File: config.mk
export PLATFORM = sky130hd
export DESIGN_NAME = uart_tx
export DESIGN_NICKNAME = d
export VERILOG_FILES = /design/src/rtl/uart_tx.sv
export SDC_FILE = /design/constraint.sdc
export NUM_CORES = 1
export LEC_CHECK = 0
export ABC_AREA = 1
export BUFFER_PORTS_ARGS = -buffer_cell sky130_fd_sc_hd__buf_2
export CAP_MARGIN = 20
export CORE_MARGIN = 1.5
export CORE_UTILIZATION = 60
export CTS_CLUSTER_DIAMETER = 80
export DETAILED_ROUTE_END_ITERATION = 12
export PLACE_DENSITY = 0.87
export SLEW_MARGIN = 10
export SYNTH_ARGS = -nofsm -noshare
export SYNTH_HDL_FRONTEND = slang
export SYNTH_SLANG_ARGS = --single-unit
File: constraint.sdc
create_clock -name clk -period 1.6 [get_ports clk]
set_input_delay 0.16 -clock clk [delete_from_list [all_inputs] [get_ports clk]]
set_output_delay 0.16 -clock clk [all_outputs]
set_load 0.005 [all_outputs]
File: src/rtl/uart_tx.sv
// rtl/uart_tx.sv - UART transmitter with configurable bit time, optional parity and 1/2 stop bits
module uart_tx #(
    parameter int CLKS_PER_BIT = 2,
    parameter int PARITY       = 0,
    parameter int STOP_BITS    = 1
) (
    input  logic       clk,
    input  logic       rst,
    input  logic       tx_start,
    input  logic [7:0] tx_data,
    output logic       tx_line,
    output logic       busy,
    output logic       done
);

    localparam logic [2:0] IDLE       = 3'd0;
    localparam logic [2:0] START_BIT  = 3'd1;
    localparam logic [2:0] DATA_BITS  = 3'd2;
    localparam logic [2:0] PARITY_BIT = 3'd3;
    localparam logic [2:0] STOP_BIT   = 3'd4;

    localparam logic [15:0] BIT_LAST = 16'(CLKS_PER_BIT - 1);
    localparam bit PAR_EN   = (PARITY == 1) || (PARITY == 2);
    localparam bit PAR_ODD  = (PARITY == 2);
    localparam bit TWO_STOP = (STOP_BITS == 2);

    logic [2:0]  state;
    logic [15:0] bit_cnt;
    logic [2:0]  bit_idx;
    logic [7:0]  shreg;
    logic        par_bit;
    logic        stop_idx;
    logic        bit_end;

    assign bit_end = (bit_cnt == BIT_LAST);

    // tx_line is driven one edge ahead so the line value always matches the registered state
    always_ff @(posedge clk or posedge rst) begin
        if (rst) begin
            state    <= IDLE;
            bit_cnt  <= '0;
            bit_idx  <= '0;
            shreg    <= '0;
            par_bit  <= 1'b0;
            stop_idx <= 1'b0;
            tx_line  <= 1'b1;
            busy     <= 1'b0;
            done     <= 1'b0;
        end else begin
            done <= 1'b0;
            case (state)
                IDLE: begin
                    tx_line <= 1'b1;
                    busy    <= 1'b0;
                    if (tx_start) begin
                        shreg    <= tx_data;
                        par_bit  <= (^tx_data) ^ PAR_ODD;
                        bit_cnt  <= '0;
                        bit_idx  <= '0;
                        stop_idx <= 1'b0;
                        state    <= START_BIT;
                        tx_line  <= 1'b0;
                        busy     <= 1'b1;
                    end
                end
                START_BIT: begin
                    if (bit_end) begin
                        bit_cnt <= '0;
                        state   <= DATA_BITS;
                        tx_line <= shreg[0];
                    end else begin
                        bit_cnt <= bit_cnt + 16'd1;
                    end
                end
                DATA_BITS: begin
                    if (bit_end) begin
                        bit_cnt <= '0;
                        if (bit_idx == 3'd7) begin
                            if (PAR_EN) begin
                                state   <= PARITY_BIT;
                                tx_line <= par_bit;
                            end else begin
                                state   <= STOP_BIT;
                                tx_line <= 1'b1;
                            end
                        end else begin
                            bit_idx <= bit_idx + 3'd1;
                            shreg   <= {1'b0, shreg[7:1]};
                            tx_line <= shreg[1];
                        end
                    end else begin
                        bit_cnt <= bit_cnt + 16'd1;
                    end
                end
                PARITY_BIT: begin
                    if (bit_end) begin
                        bit_cnt <= '0;
                        state   <= STOP_BIT;
                        tx_line <= 1'b1;
                    end else begin
                        bit_cnt <= bit_cnt + 16'd1;
                    end
                end
                STOP_BIT: begin
                    tx_line <= 1'b1;
                    if (bit_end) begin
                        bit_cnt <= '0;
                        if (TWO_STOP && !stop_idx) begin
                            stop_idx <= 1'b1;
                        end else begin
                            state <= IDLE;
                            busy  <= 1'b0;
                            done  <= 1'b1;
                        end
                    end else begin
                        bit_cnt <= bit_cnt + 16'd1;
                    end
                end
                default: begin
                    state   <= IDLE;
                    tx_line <= 1'b1;
                    busy    <= 1'b0;
                end
            endcase
        end
    end

endmodule
Word level (Yosys, flattened, before mapping)
Index checks and enable logic that the tools add are counted.
{"block": "op_classes", "n_reduce_logical": 10, "bitwise": 1, "eq_ne": 13, "add_sub_neg": 2, "muxes": 29}
{"cell": "$mux W16", "n": 2}
{"cell": "$pmux W16 S2", "n": 1}
{"cell": "$mux W3", "n": 9}
{"cell": "$mux W8", "n": 3}
{"cell": "$add A16 B1 Y16 const B", "n": 1}
{"cell": "$eq A16 B1 Y1 const B", "n": 1}
{"cell": "$pmux W8 S2", "n": 1}
{"cell": "$pmux W3 S5", "n": 1}
{"cell": "$ne A2 B2 Y1 const B", "n": 7}
{"cell": "$mux W1", "n": 9}
{"cell": "$eq A3 B2 Y1 const B", "n": 2}
{"cell": "$eq A3 B3 Y1 const B", "n": 2}
{"cell": "$pmux W3 S2", "n": 1}
{"cell": "$reduce_and A6 Y1", "n": 1}
{"cell": "$pmux W1 S4", "n": 1}
{"cell": "$reduce_and A2 Y1", "n": 2}
{"cell": "$reduce_and A4 Y1", "n": 1}
{"cell": "$reduce_bool A2 Y1", "n": 2}
{"cell": "$reduce_or A4 Y1", "n": 1}
{"cell": "$add A3 B1 Y3 const B", "n": 1}
{"cell": "$eq A3 B1 Y1 const B", "n": 1}
{"cell": "$logic_not A3 Y1", "n": 1}
{"cell": "$pmux W1 S3", "n": 1}
{"cell": "$reduce_and A3 Y1", "n": 1}
{"cell": "other kinds (2)", "n": 2}
{"block": "word_totals", "output_inout_bits": 3, "in_bits": 11, "reg_bits": 33, "elab_cells": 62}

Depth between registers and ports, before layout
{"block": "logic_depth", "depth_word": 4, "ltp_mapped": 10, "mapped_depth_nobuf": 9}

Least setup slack after synthesis
OpenSTA, ideal clock, no wires.
{"block": "synth_timing", "path_type": "register -> register", "start": "register state[2]", "end": "register bit_idx[0]", "setup_ns": 0.116, "stages_incl_launch_ff": 9, "arrival_ns": 1.223, "synth_period_minus_slack_ns": 1.340, "required_ns": 1.484, "slack_ns": 0.260, "n_path_buf": 2, "cell_sequence": "dfrtp_1 > buf_6 > nor3_4 > nand2_2 > nand2_2 > nand2_2 > buf_6 > nand2_1 > nand2_1"}
{"block": "synth_between", "elab_chain_len": 3, "word_cells_on_any_way": 8, "classes_between": "eq/ne (4); mux (1); reduce/logical (3)"}
{"item": "start: declaration", "line": "27", "source": "logic [2:0] state;"}
{"item": "start signal: assignment", "line": "40", "source": "state <= IDLE;"}
{"item": "start signal: assignment", "line": "61", "source": "state <= START_BIT;"}
{"item": "start signal: assignment", "line": "69", "source": "state <= DATA_BITS;"}
{"item": "$eq A3 B2 Y1 or $logic_not A3 Y1 (tied branches)", "line": "51", "source": "case (state)"}
{"item": "$ne A2 B2 Y1 (no line) or $reduce_bool A2 Y1 (tied branches)"}
{"item": "$reduce_and A4 Y1 (no line)"}
{"item": "end signal: assignment", "line": "87", "source": "bit_idx <= bit_idx + 3'd1;"}
{"item": "end: declaration", "line": "29", "source": "logic [2:0] bit_idx;"}
Parallel ways exist; a longest one is shown, timed or not.
A chain may end at the register's enable or synchronous reset.

Worst setup path in the final report
{"block": "layout_timing", "start": "register bit_cnt[1]", "end": "register state[0]"}
{"block": "layout_between", "elab_chain_len": 3, "word_cells_on_any_way": 6, "classes_between": "eq/ne (5); reduce/logical (1)"}
{"item": "start: declaration", "line": "28", "source": "logic [15:0] bit_cnt;"}
{"item": "start signal: assignment", "line": "72", "source": "bit_cnt <= bit_cnt + 16'd1;"}
{"item": "start signal: assignment", "line": "92", "source": "bit_cnt <= bit_cnt + 16'd1;"}
{"item": "start signal: assignment", "line": "101", "source": "bit_cnt <= bit_cnt + 16'd1;"}
{"item": "$eq A16 B1 Y1 (*)", "line": "35", "source": "assign bit_end = (bit_cnt == BIT_LAST);"}
{"item": "$ne A2 B2 Y1 (no line)"}
{"item": "$reduce_and A6 Y1 (no line) (*)"}
Every way passes the cells marked *; elsewhere a longest branch is shown, timed or not.

==> qor.txt <==
Starting Density: 0.621
Yosys top cell area share: 0.389
count leader, synth: nand2_1
PortBufs: 13
Max stage delay on crit path: 0.42 ns
DR DRC count: 0
placed wire-length estimate: 3250 um
Hold Crit Start: tx_data[7]
initial antenna violation count: 0
Worst Setup Start Kind: flip-flop
Synth warnings: 0
Unique masters post-synth: 24
FF+latch count, synth: 33
final wirelength: 4460 um
Worst path slowest cell: dfrtp_1
Die H: 61.6 um
Peak Freq: 0.680 GHz
wire length on met2: 2310 um
Crit Path Max Fanout: 5
largest area contributor in the netlist: dfrtp_1
Max VDD drop: 0.00147 V
power per cell area: 1470 nW/um^2
maxcap violations: 0
Final setup viols: 0
global-route wire length before repair: 7870 um
FFs w/ async S/R, synth: 1.00
Met1 Wirelength: 1860 um
TritonCTS buffer count: 5
antenna-violating nets left: 0
fin crit share: 0.919
RSZ-0062 raised after global routing: yes
vias in the first global route: 1800
total leakage power: 1.21 nW
CTS root buf: clkbuf_4
worst path bufs/invs: 1
worst skew pair latency: 0.34 ns
status: complete, no violations
Worst Skew: 0.0237 ns
Std-Cell Rows: 21
CTS max path bufs: 2
placer congestion estimate: 0.932
Synth Instances: 299
Critical path origin: bit_cnt[1]
die footprint: 3790 um^2
total track usage: 0.279
synthesized area per cell: 6.88 um^2
dpl cells: 360
Req. time, crit path: 1.81 ns
clock sink count: 33
Detailed Route Iter0 Violations: 128
Critical Path AT: 1.68 ns
Synth Cell Area: 2060 um^2
via count: 1967
vias per cell: 5.33
Post-CTS Setup Bufs: 0
reg2reg path depth: 9
Max Slew Vio Count: 0
worst path cell trace: inv_1 -> ha_1 -> nand2_1 -> nor2_1 -> nand2_1 -> nand2_2 -> nand2_1 -> nand2_1 -> nand2_1
max_slew headroom: 0.624
Place WS: 0.106 ns
antenna cells: 0
die width: 61.6 um
origin of the critical flop-to-flop path: bit_cnt[1]
drt wl/cell: 12.1 um
GRT Residual Overflow: 0
Syn Nets: 314
largest net degree at the start of global routing: 22
register area share after synthesis: 0.402
hold depth: 3
Synth top cells by count: 120 x nand2_1, 38 x nor2_1, 35 x nand3_1
met3 routed WL: 188 um
most frequent CP cell: nand2_1
P&R area growth vs syn: 12.8%
Slew @ Worst Pin: 0.563 ns
I/O pin count: 14
DRT Pass-1 Iters: 7
critical path's top delay family: simple AND/OR/NAND/NOR gates
Post-synth EDFFs: 0
H-tree depth: 2
WHS: 0.0595 ns
Finished Layout Cells: 369
Top FF cell, synth: dfrtp_1
Nets: 337
minimum clock period: 1.47 ns
CTS tree: done
CP Depth: 9
Hold WC Path Type: primary input to flip-flop
critical path endpoint category: flip-flop
core area: 3310 um^2
Synth area leaders: dfrtp_1 39%, nand2_1 22%, nand3_1 8.5%
clock-pin slew on the worst setup and hold paths: 0.12 ns
critical setup path kind: flip-flop to flip-flop
Hold Violations, Final: 0
max layer used: met4
share of cells above drive strength 1: 0.161
Setup WS post-layout: 0.130 ns
==> metrics by stage <==
step / cell area (um^2) / setup TNS (ns) / power [W] / utilization
after global routing: 2320 / -0.0153 / 0.00372 / 0.701
final: 2320 / 0 / 0.00342 / 0.701
after CTS: 2300 / 0 / 0.00341 / 0.696
after floorplan: 2060 / 0 / 0.00236 / -
after detailed placement: 2210 / 0 / 0.00272 / 0.667
after global placement: 2210 / 0 / 0.00267 / 0.667
==> layout make-up <==
type	count	area, um^2
clock buffers	7	55.1
clock inverters	1	30.0
fillers	291	991
inverters	27	101
multi-input cells	231	1070
flip-flops and latches	33	828
well taps	46	57.6
repair buffers	24	179
==> state kept, by name (all words and copies together) (netlist names) <==
signal and count:
state 3, bit_cnt 16, busy 1, bit_idx 3
done 1, shreg 8, tx_line 1
==> routing by layer <==
| layer | up-vias | track usage |
|---|---|---|
| met5 | - | 0 |
| met2 | 61 | 0.477 |
| li1 | 992 | - |
| met3 | 12 | 0.0441 |
| met4 | 0 | 0.131 |
| met1 | 902 | 0.345 |
==> worst register-to-register path: cells and delay by family (launching register included) <==
kind | cells | cell delay (ns)
flip-flops | 1 | 0.42
buffers and inverters | 1 | 0.10
adder cells (fa/ha/maj) | 1 | 0.17
AND/OR/NAND/NOR | 7 | 0.66
==> worst paths after layout <==
check	endpoint	slack, ns
min in group asynchronous	bit_cnt[11]	0.41
worst max register to register	state[0]	0.13
max in group asynchronous	state[0]	0.65
worst min-delay path	shreg[7]	0.06
worst min register to register	busy	0.47
worst max-delay path	state[0]	0.13
==> power breakdown <==
group	switching [W]	internal, W	total [W]	leakage, nW
combinational	0.000972	0.000547	0.00152	0.730
clock	0.000300	0.000373	0.000674	0.0455
sequential	0.000174	0.00105	0.00123	0.436
total	0.00145	0.00197	0.00342	1.21
==> cells in the final DEF (no fill, tap or decap) <==
master,netlist,final
nor2_1,38,37
ha_1,4,4
o21ai_1,1,1
nand2_1,120,119
nand2_2,4,4
dfrtp_1,32,31
nand4_1,7,7
nand2_4,0,1
inv_2,2,2
o21bai_1,2,2
clkbuf_8,0,1
buf_2,1,13
dlygate4sd3_1,0,1
o21ai_0,5,5
o21ai_2,8,8
buf_12,0,2
buf_4,2,7
nor3_1,2,2
or2_2,1,1
buf_6,4,1
inv_1,25,25
nand3_1,35,35
a21oi_1,1,1
dfrtp_2,0,1
clkbuf_4,0,5
nor2_2,1,2
o22ai_2,1,1
clkbuf_1,0,1
dfstp_2,1,1
nor3_4,1,1
bufinv_16,0,1
==> kinds of logic after synthesis <==
logic type	count (synthesis)	share of synthesized area
buffers and inverters	35	0.0833
adder cells (fa/ha/maj)	4	0.0243
AO/OA/AOI/OAI	18	0.0645
flip-flops	33	0.402
AND/OR/NAND/NOR	209	0.426
==> what timing repair did <==
action,in CTS,in global routing
hold endpoints to repair,11,0
setup endpoints to repair,0,9
hold buffers,1,0
resized for setup,0,5
(Power assumes the default switching activity.)
